[config.mk]
export PLATFORM = sky130hd
export DESIGN_NAME = bp_fe_bht_update_queue_flat
export DESIGN_NICKNAME = d
export VERILOG_FILES = /design/src/rtl/bp_fe_bht_update_queue_if.sv /design/src/rtl/bp_fe_bht_update_queue.sv /design/src/flat_wrapper.sv
export SDC_FILE = /design/constraint.sdc
export NUM_CORES = 1
export LEC_CHECK = 0
export ABC_AREA = 1
export BUFFER_PORTS_ARGS = -buffer_cell sky130_fd_sc_hd__buf_4
export CAP_MARGIN = 40
export CORE_ASPECT_RATIO = 2
export CORE_MARGIN = 2
export CORE_UTILIZATION = 50
export DETAILED_ROUTE_END_ITERATION = 8
export HOLD_SLACK_MARGIN = 0.03
export PLACE_DENSITY = 0.86
export SLEW_MARGIN = 15
export SYNTH_ARGS = -nofsm -noshare
export SYNTH_HDL_FRONTEND = slang
export SYNTH_SLANG_ARGS = --single-unit
[constraint.sdc]
create_clock -name clk_i -period 1.7 [get_ports clk_i]
set_input_delay 0.17 -clock clk_i [delete_from_list [all_inputs] [get_ports clk_i]]
set_output_delay 0.17 -clock clk_i [all_outputs]
set_load 0.02 [all_outputs]
[src/rtl/bp_fe_bht_update_queue_if.sv]
// Handshake bundle between the backend branch-resolution path, the BHT
// update queue and the BHT write port. The master is the party producing
// updates and controlling stall/flush; the slave is the queue itself.
interface bp_fe_bht_update_queue_if #(
    parameter int bht_idx_width_p = 8,
    parameter int els_p           = 4
);
    localparam int ptr_width_lp = $clog2(els_p);

    // Update stream from the backend.
    logic                       v_i;
    logic [bht_idx_width_p-1:0] idx_i;
    logic                       correct_i;
    logic                       ready_o;

    // Drain control.
    logic                       stall_i;
    logic                       flush_i;

    // BHT write port, wired 1:1 to bp_fe_bht.
    logic                       w_v_o;
    logic [bht_idx_width_p-1:0] idx_w_o;
    logic                       correct_w_o;

    // Occupancy, 0..els_p.
    logic [ptr_width_lp:0]      count_o;

    modport master (
        output v_i, idx_i, correct_i, stall_i, flush_i,
        input  ready_o, w_v_o, idx_w_o, correct_w_o, count_o
    );

    modport slave (
        input  v_i, idx_i, correct_i, stall_i, flush_i,
        output ready_o, w_v_o, idx_w_o, correct_w_o, count_o
    );
endinterface

[src/rtl/bp_fe_bht_update_queue.sv]
// Small circular FIFO that absorbs bursts of resolved-branch updates and
// feeds them to the single-ported BHT at most one per cycle. The BHT has no
// backpressure, so an asserted w_v_o is itself the dequeue. Pointers carry
// an extra wrap bit so full and empty are distinguishable without a counter.
module bp_fe_bht_update_queue #(
    parameter int bht_idx_width_p = 8,
    parameter int els_p           = 4
) (
    input logic                      clk_i,
    input logic                      reset_i,
    bp_fe_bht_update_queue_if.slave  upd
);
    localparam int ptr_width_lp = $clog2(els_p);
    localparam logic [ptr_width_lp:0] ptr_one_lp = (ptr_width_lp+1)'(1);

    typedef struct packed {
        logic [bht_idx_width_p-1:0] idx;
        logic                       correct;
    } entry_s;

    entry_s                mem_r [els_p];
    logic [ptr_width_lp:0] rptr_r;
    logic [ptr_width_lp:0] wptr_r;

    logic   empty;
    logic   full;
    logic   enq;
    logic   deq;
    entry_s head;

    assign empty = (rptr_r == wptr_r);
    assign full  = (rptr_r[ptr_width_lp-1:0] == wptr_r[ptr_width_lp-1:0])
                && (rptr_r[ptr_width_lp]     != wptr_r[ptr_width_lp]);

    // A flush swallows any same-cycle enqueue and blocks the drain.
    assign enq = upd.v_i & ~full & ~upd.flush_i;
    assign deq = ~empty & ~upd.stall_i & ~upd.flush_i;

    // ready depends only on registered state, never on a same-cycle dequeue.
    assign upd.ready_o = ~full;

    // Wrap-bit pointers make the subtraction naturally modulo 2*els_p.
    assign upd.count_o = wptr_r - rptr_r;

    assign head = mem_r[rptr_r[ptr_width_lp-1:0]];

    // Pointer state: flush collapses the queue by snapping rptr onto wptr.
    // NOTE: sequential state uses non-blocking assignments so every register
    // samples pre-edge values regardless of process evaluation order.
    always_ff @(posedge clk_i or posedge reset_i) begin
        if (reset_i) begin
            rptr_r <= '0;
            wptr_r <= '0;
        end else if (upd.flush_i) begin
            rptr_r <= wptr_r;
        end else begin
            if (enq) wptr_r <= wptr_r + ptr_one_lp;
            if (deq) rptr_r <= rptr_r + ptr_one_lp;
        end
    end

    // Entry storage, written at the tail on each accepted update.
    // NOTE: the data array is deliberately not reset; the pointers alone
    // decide which entries are live, so stale contents are never observed.
    always_ff @(posedge clk_i) begin
        if (enq) begin
            mem_r[wptr_r[ptr_width_lp-1:0]] <= '{idx: upd.idx_i, correct: upd.correct_i};
        end
    end

    // Write-port drive: present the head whenever occupied, zero otherwise.
    // NOTE: every output gets a default first so no path can infer a latch.
    always_comb begin
        upd.w_v_o       = 1'b0;
        upd.idx_w_o     = '0;
        upd.correct_w_o = 1'b0;
        if (!empty) begin
            upd.idx_w_o     = head.idx;
            upd.correct_w_o = head.correct;
            upd.w_v_o       = ~upd.stall_i & ~upd.flush_i;
        end
    end

`ifndef SYNTHESIS
    // Accepting while full would overwrite the oldest live entry.
    a_no_enq_when_full: assert property (@(posedge clk_i) disable iff (reset_i)
        !(enq && full))
        else $error("enqueue while full");

    // Occupancy can never exceed the storage depth.
    a_count_bounded: assert property (@(posedge clk_i) disable iff (reset_i)
        upd.count_o <= (ptr_width_lp+1)'(els_p))
        else $error("count_o exceeds els_p");

    // Wrap-bit pointer arithmetic only works for power-of-two depths >= 2.
    a_els_pow2: assert property (@(posedge clk_i)
        (els_p >= 2) && ((els_p & (els_p - 1)) == 0))
        else $error("els_p must be a power of two >= 2");
`endif

endmodule

[src/flat_wrapper.sv]
// flat-port wrapper written by rule: the top's interface ports become plain ports
module bp_fe_bht_update_queue_flat 
#(
    parameter int bht_idx_width_p = 8,
    parameter int els_p           = 4
)
  (clk_i, reset_i, upd_v_i, upd_idx_i, upd_correct_i, upd_stall_i, upd_flush_i, upd_ready_o, upd_w_v_o, upd_idx_w_o, upd_correct_w_o, upd_count_o);
  bp_fe_bht_update_queue_if #(.bht_idx_width_p(bht_idx_width_p), .els_p(els_p)) upd_i ();
  input logic clk_i;
  input logic reset_i;
  input wire logic [$bits(upd_i.v_i)-1:0] upd_v_i;
  input wire logic [$bits(upd_i.idx_i)-1:0] upd_idx_i;
  input wire logic [$bits(upd_i.correct_i)-1:0] upd_correct_i;
  input wire logic [$bits(upd_i.stall_i)-1:0] upd_stall_i;
  input wire logic [$bits(upd_i.flush_i)-1:0] upd_flush_i;
  output wire logic [$bits(upd_i.ready_o)-1:0] upd_ready_o;
  output wire logic [$bits(upd_i.w_v_o)-1:0] upd_w_v_o;
  output wire logic [$bits(upd_i.idx_w_o)-1:0] upd_idx_w_o;
  output wire logic [$bits(upd_i.correct_w_o)-1:0] upd_correct_w_o;
  output wire logic [$bits(upd_i.count_o)-1:0] upd_count_o;
  assign upd_i.v_i = upd_v_i;
  assign upd_i.idx_i = upd_idx_i;
  assign upd_i.correct_i = upd_correct_i;
  assign upd_i.stall_i = upd_stall_i;
  assign upd_i.flush_i = upd_flush_i;
  assign upd_ready_o = upd_i.ready_o;
  assign upd_w_v_o = upd_i.w_v_o;
  assign upd_idx_w_o = upd_i.idx_w_o;
  assign upd_correct_w_o = upd_i.correct_w_o;
  assign upd_count_o = upd_i.count_o;
  bp_fe_bht_update_queue #(.bht_idx_width_p(bht_idx_width_p), .els_p(els_p)) u_core (.clk_i(clk_i), .reset_i(reset_i), .upd(upd_i));
endmodule
==> key figures <==
Outcome
  • Outcome: finished, violations left
  • Failing checks: negative setup slack

Timing
  • Fin worst setup slack: -156.8 ps
  • Setup TNS Final: -5080 ps
  • RSZ-0062 raised after global routing: yes
  • Final hold violations: 0
  • Worst-margin pin slew: about 280 ps
  • Number of max-slew violations in the final report: 0
  • Minimum clock period: between 1500 and 2000 ps
  • Maximum clock rate: 538.6 MHz
  • Hold WS: 73.31 ps
  • Worst slew margin relative to its limit: about four fifths
  • Final worst clock skew: 5.819 ps
  • Setup Viol. Count Final: 49
  • Period utilization: 109.2%

Logic synthesis
  • Portion of the post-synthesis area used by sequential elements: 63.90%
  • Count of cell types in the netlist: 21
  • Total of warnings raised by yosys: 0
  • Cell area after technology mapping: 1927 um^2
  • Yosys reg bits: 42
  • Post-synth EDFFs: 36
  • Async S/R FF share, synth: approximately 14%
  • Net count after synthesis: 200
  • Main synth FF type: sky130_fd_sc_hd__edfxtp_1
  • Post-Synthesis Cells: about 180
  • Average footprint of a synthesized cell: about 11 um^2

Placement
  • Final weighted congestion in routability-driven placement: between 0.8 and 0.9
  • Hpwl dp: between 2000 and 3000 um
  • Inst Count DP: about 260
  • Post-Place Worst Slack: -0.006772 ps
  • Total placed instance area: about 2300 um^2
  • Number of I/O port buffers: 27

Power
  • Leakage Power: 1.048 nW
  • Total power per unit cell area: between 1500 and 2000 nW/um^2
  • Fraction of power spent switching nets: approximately 43%
  • Sum of internal, switching and leakage power: slightly above 5 mW
  • Part of the total power dissipated in sequential elements: 27.3%
  • Psw: 2.194 mW
  • Combinational share of power: 60.5%
  • Clock power frac: roughly an eighth
  • Internal power: approximately 2.9 mW
  • Worst vdd rail ir drop: approximately 1400 uV

Drt
  • Remaining antenna violation count after routing: 0
  • Vias: 1469
  • DRC marker count from the first detailed-route iteration: 40
  • Routed len/inst: 15.16 um
  • Number of vias per cell: 5.228
  • Final WL: ~4300 um
  • Detailed-route DRC error count: 0
  • Pre-antenna DRT Iters: 4

Worst setup path
  • Req. time, crit path: roughly 1700 ps
  • Cells along the critical path: inv_2, ha_4, nand2_2, inv_2, buf_4, buf_6, nand2_8, nand3_4, nor2_4, buf_6
  • CP peak stage delay: 400 ps
  • Critical path arrival: approximately 1900 ps
  • Kind of launch point of the worst setup path: register
  • Worst Path Max Fanout: 6
  • Crit Path Class: reg -> reg
  • Slowest cell on the critical path: sky130_fd_sc_hd__dfrtp_1
  • Category of the worst setup path capture point: register

Die
  • Overall die width: around 48 um
  • Row count: 32
  • Overall die area: 4396 um^2
  • Placeable core area: about 3800 um^2
  • Initial Utilization: 51.20%
  • Number of primary I/O pins: 28
  • Chip height: ~92 um

Clock tree
  • Cts bufs inserted: 5
  • Maximum root-to-sink buffer count: 2
  • Clock tree from TritonCTS: yes
  • Number of clock sinks seen by CTS: 42
  • Clock-pin slew reported for the worst setup and hold paths after clock tree synthesis: approximately 70 ps
  • Clock insertion delay at the later pin of the skew report: 300 ps
  • CTS root buffer: sky130_fd_sc_hd__clkbuf_8
  • H-tree depth reported by CTS: 2

Final layout
  • Leading cell type in the layout, fill and taps excluded: sky130_fd_sc_hd__nor2_1
  • Fraction of layout cells with a size suffix above 1: about 37%
  • Fraction of the core area covered by cells at the end of the flow: 69.22%
  • Design Area, Final: between 2000 and 3000 um^2
  • Number of non-filler instances in the completed layout: 281
  • Count of antenna diodes in the layout: 0
  • Final layout net count: between 200 and 300
  • Area Growth Syn to Fin: 35.19%
  • Most used cells in the layout excluding fill and tap cells: sky130_fd_sc_hd__nor2_1 (40), sky130_fd_sc_hd__edfxtp_1 (36), sky130_fd_sc_hd__buf_4 (33)

GRT
  • Remaining global-route overflow: 0
  • Initial antenna violation count: 0
  • Number of global-route vias before repair: ~1500
  • Overall fraction of global-route tracks in use: about 22%
  • Maximum number of pins on one net before global-route repair: 23
  • Global-route wire length before repair: roughly 6500 um

Flow run
  • Max-cap viol count: 0

Hold path
  • Class of the worst hold path: in -> reg
## power by group through the flow
stage | Sequential, mW | Clock (mW) | Combinational (mW)
CTS | 1.37 | 0.633 | 2.77
detailed placement | 1.39 | 0 | 2.43
finish | 1.38 | 0.620 | 3.06
floorplan | 1.39 | 0 | 1.48
global placement | 1.38 | 0 | 2.35
global route | 1.39 | 0.670 | 3.31
## Yosys cell counts, types with 2 or more instances
master                     instances  share of area, %
sky130_fd_sc_hd__nor2_1           43               8.4
sky130_fd_sc_hd__edfxtp_1         36                56
sky130_fd_sc_hd__o21ai_0          19               4.9
sky130_fd_sc_hd__nand2_1          18               3.5
sky130_fd_sc_hd__inv_1            14               2.7
sky130_fd_sc_hd__a21oi_1           9               2.3
sky130_fd_sc_hd__ha_1              7               4.5
sky130_fd_sc_hd__dfrtp_1           6               7.8
sky130_fd_sc_hd__inv_2             4              0.78
sky130_fd_sc_hd__nand2_2           4               1.3
sky130_fd_sc_hd__nand3_1           3              0.78
sky130_fd_sc_hd__nand4_1           3              0.97
sky130_fd_sc_hd__buf_4             2              0.78
sky130_fd_sc_hd__nand3_2           2               1.0
sky130_fd_sc_hd__o21ai_1           2              0.52
## registers in the layout (all words and copies together) (netlist names)
name and flops:
u_core.mem_r 36, u_core.wptr_r 3, u_core.rptr_r 3
## layer usage
metal	wire length (um)	vias up	track usage [%]
met5	0	-	0
met4	176	0	12.39
met3	196	17	4.331
met2	2335	50	35.89
met1	1551	703	23.64
li1	-	699	-
## worst paths after layout
| check | startpoint | end | slack [ps] | cells after the start |
|---|---|---|---|---|
| max reg2reg | u_core.wptr_r[0] | u_core.mem_r[0][3] | -160 | 10 |
| max | u_core.wptr_r[0] | u_core.mem_r[0][3] | -160 | 10 |
| min reg2reg | u_core.wptr_r[2] | u_core.wptr_r[2] | 540 | 2 |
| min in group asynchronous | reset_i | u_core.rptr_r[2] | 350 | 3 |
| max in group asynchronous | reset_i | u_core.rptr_r[0] | 1130 | 3 |
| min | upd_idx_i[4] | u_core.mem_r[2][5] | 70 | 1 |
## layout make-up
cell class                      count  area (um^2)
Sequential cell                    42         1231
Fill cell                         290         1159
Multi-Input combinational cell    114        705.7
Timing Repair Buffer               47        435.4
Inverter                           18        75.07
Clock buffer                        6        72.57
Tap cell                           51        63.81
Clock inverter                      2        13.76
Timing Repair inverter              1        7.507
## timing repair
action	4_1_cts	5_1_grt
endpoints found under the hold margin	6	0
resized for setup	18	18
buffers inserted	3	4
endpoints found under the setup margin	21	49
gates cloned	1	1
hold buffers	1	0
pin swaps	5	4
## critical path, delay by kind of cell (launching register included)
kind | cells | cell delay [ps]
buf+inv | 5 | 520
fa+ha+maj | 1 | 210
simple gates | 4 | 440
flops | 1 | 400
## cells by family after synthesis
logic type | share of synthesized area [%]
AOI/OAI and AO/OA | 7.792
xor gates and xnor gates | 0.4546
buffers and inverters | 4.804
and+or+nand+nor | 17.47
DFF | 63.90
adders and majority gates | 5.584
Note: power is estimated with default switching activity, not from simulation.
